### config.mk
export PLATFORM = sky130hd
export DESIGN_NAME = dmem_responder
export DESIGN_NICKNAME = d
export VERILOG_FILES = /design/src/rtl/dmem_responder.sv
export SDC_FILE = /design/constraint.sdc
export NUM_CORES = 2
export LEC_CHECK = 0
export CAP_MARGIN = 40
export CORE_MARGIN = 1
export CORE_UTILIZATION = 65
export CTS_BUF_LIST = sky130_fd_sc_hd__clkbuf_2
export DETAILED_ROUTE_END_ITERATION = 8
export HOLD_SLACK_MARGIN = 0.06
export PLACE_DENSITY = 0.79
export SETUP_SLACK_MARGIN = 0.1
export SLEW_MARGIN = 20
export SYNTH_ARGS = -nofsm -noshare
export SYNTH_HDL_FRONTEND = slang
export SYNTH_SLANG_ARGS = --single-unit
### constraint.sdc
create_clock -name clk -period 12.73 [get_ports clk]
set_input_delay 3.1825 -clock clk [delete_from_list [all_inputs] [get_ports clk]]
set_output_delay 3.1825 -clock clk [all_outputs]
set_load 0.01 [all_outputs]
### src/rtl/dmem_responder.sv
// Data-memory responder for the single-cycle datapath: word RAM plus a small MMIO block
// (cycle counter, output port, store counter, sticky fault status and fault address).
module dmem_responder #(
   parameter int ADDR_BITS = 6
) (
   input  logic        clk,
   input  logic        reset,
   input  logic        MemWrite,
   input  logic        MemRead,
   input  logic [31:0] Addr,
   input  logic [31:0] WriteData,
   output logic [31:0] ReadData,
   output logic [31:0] IOOut,
   output logic        Fault
);

   localparam int DEPTH = 2 ** ADDR_BITS;

   logic [31:0] mem [DEPTH];

   logic [31:0] cyclesQ, cyclesD;
   logic [31:0] ioOutQ, ioOutD;
   logic        faultQ, faultD;
   logic [15:0] storesQ, storesD;
   logic [31:0] faultAddrQ, faultAddrD;

   logic                 isMmio;
   logic                 aligned;
   logic                 ramInRange;
   logic                 mmioHit;
   logic                 legal;
   logic                 accessFault;
   logic                 wrOk;
   logic                 ramWe;
   logic [ADDR_BITS-1:0] ramIdx;
   logic [31:0]          rdWord;

   // Address decode: anything not aligned, out of RAM range, or an unlisted MMIO offset is illegal.
   always_comb begin
      isMmio     = (Addr[31:8] == 24'hFFFFFF);
      aligned    = (Addr[1:0] == 2'b00);
      ramInRange = (Addr[31:ADDR_BITS+2] == '0);
      ramIdx     = Addr[ADDR_BITS+1:2];
      mmioHit    = 1'b0;
      case (Addr[7:0])
         8'h00, 8'h04, 8'h08, 8'h0C, 8'h10: mmioHit = 1'b1;
         default:                           mmioHit = 1'b0;
      endcase
      legal       = aligned && (isMmio ? mmioHit : ramInRange);
      accessFault = (MemRead || MemWrite) && !legal;
      wrOk        = MemWrite && legal;
      ramWe       = wrOk && !isMmio && !reset;
   end

   // Combinational read mux; illegal addresses always return zero.
   always_comb begin
      rdWord = '0;
      if (isMmio) begin
         case (Addr[7:0])
            8'h00:   rdWord = cyclesQ;
            8'h04:   rdWord = ioOutQ;
            8'h08:   rdWord = {31'd0, faultQ};
            8'h0C:   rdWord = {16'd0, storesQ};
            8'h10:   rdWord = faultAddrQ;
            default: rdWord = '0;
         endcase
      end else begin
         rdWord = mem[ramIdx];
      end
      ReadData = legal ? rdWord : '0;
   end

   // Register-block next state; the fault address is only captured while no fault is pending.
   always_comb begin
      cyclesD    = cyclesQ + 32'd1;
      ioOutD     = ioOutQ;
      faultD     = faultQ;
      storesD    = storesQ;
      faultAddrD = faultAddrQ;
      if (wrOk && isMmio) begin
         case (Addr[7:0])
            8'h00:   cyclesD = '0;
            8'h04:   ioOutD  = WriteData;
            8'h08:   if (WriteData[0]) faultD = 1'b0;
            default: ;
         endcase
      end
      if (ramWe && (storesQ != 16'hFFFF)) storesD = storesQ + 16'd1;
      if (accessFault) begin
         faultD = 1'b1;
         if (!faultQ) faultAddrD = Addr;
      end
   end

   always_ff @(posedge clk or posedge reset) begin
      if (reset) begin
         cyclesQ    <= '0;
         ioOutQ     <= '0;
         faultQ     <= 1'b0;
         storesQ    <= '0;
         faultAddrQ <= '0;
      end else begin
         cyclesQ    <= cyclesD;
         ioOutQ     <= ioOutD;
         faultQ     <= faultD;
         storesQ    <= storesD;
         faultAddrQ <= faultAddrD;
      end
   end

   // RAM contents survive reset; only the write enable is suppressed while reset is high.
   always_ff @(posedge clk) begin
      if (ramWe) mem[ramIdx] <= WriteData;
   end

   assign IOOut = ioOutQ;
   assign Fault = faultQ;

endmodule

* Word level (Yosys, flattened, before mapping)
Memory sizes are Yosys's and may differ from the RTL's.
Cells that the tools add are included.
** Storage, ports and cells
- Register bits :: 113
- Input port bits :: 68
- Logic and storage cells :: 49
- Memory bits (writable) :: 2048
- Memories :: 1
** Memories
- mem :: depth 64, width 32, read ports 1, clocked after memory_dff 0, wr ports 1, line 19 : logic [31:0] mem [DEPTH];
** Operators by class
- Reduce and logical (&&, ||, !) cells :: 21
- Equality and inequality tests :: 6
- Mux-type cells :: 13
- Bitwise operators :: 1
- Add/subtract/negate cells :: 2
** Operators with widths (number)
- 32-bit case mux with 5 select lines :: 1
- 32-bit two-way mux :: 4
- 32-bit by 1-bit adder with 32-bit output (second input constant) :: 1
- 24-bit equality test (second input constant) :: 1
- 24-bit zero test :: 1
- 16-bit by 1-bit adder with 16-bit output (second input constant) :: 1
- 8-bit by 4-bit equality test with 1-bit output (second input constant) :: 2
- 16-bit != test (second input constant) :: 1
- 8-bit by 3-bit equality test with 1-bit output (second input constant) :: 1
- 8-bit by 5-bit equality test with 1-bit output (second input constant) :: 1
- 8-bit zero test :: 1
- 1-bit two-way mux :: 8
- 1-bit logical AND :: 7
- 2-bit nonzero test :: 3
- 5-bit OR reduction :: 1
- 2-bit AND reduction :: 2
- 1-bit zero test :: 3
- 3-bit AND reduction :: 1
- 2-bit zero test :: 1
- 1-bit logical OR :: 1
- 1-bit inverter :: 1

* Depth between registers and ports, before layout
- Depth after elaboration :: 10
- Gate-level depth with buffers :: 11
- Gate-level depth less buffers :: 7

* Least setup slack after synthesis
OpenSTA, ideal clock, no wires.
- Path type :: in2out
- From :: input Addr[7]
- To :: output ReadData[5]
- Required time :: 9547 ps
- Stages :: 8
- Arrival :: 5063 ps
- Slack :: 4485 ps
- Buffers on the path :: 3
- Cells stage by stage :: clkbuf_1 or3_1 buf_2 nor3_2 nor3b_1 buf_2 a221oi_1 a311oi_1
** On the way
- Cells in the longest elaborated chain, start to end :: 6
** RTL lines
- start: declaration :: line 10 : input logic [31:0] Addr,
- parallel branches: the longest is 5 deep, another holds memory read 64 x 32 bit
- 32-bit two-way mux (*) :: line 70 : ReadData = legal ? rdWord : '0;
- end: declaration :: line 12 : output logic [31:0] ReadData,
Every way passes the cells marked *.

* Worst setup path after layout
- From :: input Addr[2]
- To :: output ReadData[12]
Same word-level chain as after synthesis.

==> flow_metrics.py <==
metrics = {
    "global_routing": {
        "grt_pass1_wl_mm": 326,
        "grt_max_degree": 90,
        "grt_antenna_before_repair": 17,
        "globalRoute.totalOverflow": 0,
        "grt_pass1_vias": 47657,
        "grt_usage": 0.353,
    },
    "detailed_routing": {
        "drt-total-wl_mm": 230,
        "drcViolationCount": 0,
        "drtIter0Drc": 7574,
        "routedWlPerCell_um": 32.8,
        "dr.pass1.iters": 8,
        "ant_nets": 0,
        "vias": 48156,
        "routed_via_density": 6.85,
    },
    "clock_tree": {
        "clkTransAtPathRegs_ns": 0.10,
        "clock_path_buffers": 4,
        "cts_sinks": 2161,
        "h-tree-depth": 6,
        "numCtsBuffers": 540,
        "cts_tree": "yes",
        "post_cts_buffers": 0,
        "post_cts_resized": 0,
        "worst_skew_pair.late_latency_ns": 1.72,
        "cts_root_buf": "clkbuf_2",
        "hold_buffers": 0,
    },
    "timing": {
        "finalSetupViolCount": 0,
        "holdWs_ns": 0.497,
        "final_hold_viol_count": 0,
        "finalWorstPathRequiredPeriod_ns": 10.75,
        "max_slew.worst_pin.slew_ns": 1.16,
        "rsz0062_at_grt": "false",
        "fmax_ghz": 0.0931,
        "drv_slew": 0,
        "slew_headroom": 0.229,
        "setup_tns_ns": 0,
        "period_share": 0.844,
        "fin_skew_ns": 0.0754,
    },
    "synth": {
        "synth_area_per_cell_sq_um": 19.7,
        "yosysWarnings": 0,
        "syn-num-nets": 4389,
        "ys_top_cells_by_area": "edfxtp_1, mux4_2, dfrtp_1",
        "synth_top_area_frac": 0.722,
        "synth.yosys.seq_area_share": 0.755,
        "yosysTopAreaCell": "edfxtp_1",
        "async_flop_share": 0.0523,
        "ys_ff_latch": 2161,
        "postSynthCellCount": 4319,
        "synth_area_sq_um": 85200,
        "yosys.cell_types.count": 72,
        "synth_edf_count": 2048,
        "synthFlopType": "edfxtp_1",
    },
    "die": {
        "die_w_um": 364,
        "die_h_um": 364,
        "pin_count": 133,
        "core_area_sq_um": 130000,
        "initial_utilization": 0.656,
        "die-area_sq_um": 133000,
        "rows": 132,
    },
    "place": {
        "place_congestion": 0.999,
        "hpwl_mm": 134,
        "io_buffer_count": 132,
    },
    "hold_path": {
        "hp-class": "reg2reg",
    },
    "setup_path": {
        "end_kind": "output pin",
        "crit_fanout": 69,
        "critical_path_required_ns": 9.55,
        "path_class": "in2out",
        "crit_path_start_kind": "input port",
        "critPathArrivalTime_ns": 7.56,
    },
    "run_status": {
        "status": "finished, final reports clean",
    },
    "cells_and_area": {
        "num-fill-cells": 7705,
        "nets": 5023,
        "utilization": 0.724,
        "area_growth_syn_to_layout_pct": 10.3,
        "layout_common_cells": "edfxtp_1, clkbuf_2, mux4_2",
        "drive_gt1_frac": 0.310,
        "layout_commonest_cell": "edfxtp_1",
    },
    "job": {
        "drv_cap": 0,
    },
    "power": {
        "powerDensity_nw_per_um2": 137,
        "leakagePower_uw": 0.0316,
        "ir_drop_mv": 0.125,
    },
}
-- per-layer routing --
metal / global-route usage / vias up / part of all wire
met5: 0 / - / 0.00044
met4: 0.186 / 14 / 0.052
met3: 0.112 / 669 / 0.14
met2: 0.520 / 3826 / 0.46
met1: 0.477 / 24343 / 0.35
li1: - / 19304 / -
-- Yosys cell counts (17+ instances only) --
library cell,number
edfxtp_1,2048
mux4_2,406
mux2i_1,257
nand2_1,227
nor2_1,122
dfrtp_1,113
mux2_2,111
clkbuf_1,93
o21ai_0,93
a21oi_1,90
buf_2,78
nor3_1,53
nand3_1,52
a211oi_1,51
buf_4,50
o22ai_1,48
mux2_1,37
a31oi_1,30
o221ai_1,26
nand4_1,25
a22oi_1,23
and2_1,22
xnor2_1,21
xor2_1,21
buf_1,18
and3_1,17
nor4_1,17
-- state kept, by name, summed over array words and instances (netlist names) --
| signal | count |
|---|---|
| Fault | 1 |
| faultAddrQ | 32 |
| storesQ | 16 |
| cyclesQ | 32 |
| IOOut | 32 |
| mem | 2048 |
-- critical path, stage by stage --
cell             delay (ns)
buf_8                  0.57
buf_12                 0.39
buf_12                 0.44
mux2i_1                0.14
o221ai_1               0.23
a21oi_1                0.19
a32oi_1                0.60
o2111ai_1              0.55
a21oi_1                0.43
clkdlybuf4s50_1        0.60
-- metrics by stage --
step                      area [sq um]  total power [uW]  setup slack (ns)  cells
after floorplan                  85200              8310              4.48   4319
after detailed placement         89300              8670              1.89   6135
after global routing             93900             13300              1.95   7014
after global placement           89100              8650              2.05   6114
final                            94000             12900              1.98   7027
after CTS                        93700             12900              1.85   6989
-- layout make-up --
class / instances / area, sq um / share of cell area
Timing Repair Buffer: 344 / 3020 / 0.0321
Clock inverter: 108 / 656 / 0.00698
Tap cell: 1742 / 2180 / 0.0232
Inverter: 10 / 47.5 / 0.000506
Sequential cell: 2161 / 64300 / 0.685
Clock buffer: 746 / 3730 / 0.0397
Multi-Input combinational cell: 1896 / 19900 / 0.212
Antenna cell: 20 / 50.0 / 0.000533
-- cell families (layout without fill, tap and decap cells) --
family,Yosys count,in the layout,synth area share
adder cells (fa/ha/maj),2,2,0.000294
XOR/XNOR,42,42,0.00432
multiplexers,811,811,0.157
flip-flops,2161,2161,0.755
AO/OA/AOI/OAI,456,456,0.0353
buffers and inverters,262,1208,0.0160
other,0,20,0
AND/OR/NAND/NOR,585,585,0.0321
-- report_power, final --
group / internal (uW) / total [uW] / switching [uW]
registers: 7770 / 7780 / 7.96
logic: 244 / 757 / 513
clock network: 1730 / 4360 / 2630
total: 9750 / 12900 / 3150
-- final timing paths --
check,from,cells after the start,slack [ns],end
max,Addr[2],10,1.98,ReadData[12]
min,faultAddrQ[4],1,0.50,faultAddrQ[4]
max reg2reg,cyclesQ[5],6,10.11,cyclesQ[25]
min reg2reg,faultAddrQ[4],1,0.50,faultAddrQ[4]
max in group asynchronous,reset,4,9.69,cyclesQ[10]
min in group asynchronous,reset,2,1.89,cyclesQ[22]
No activity file was read; power rests on OpenSTA's default activity.
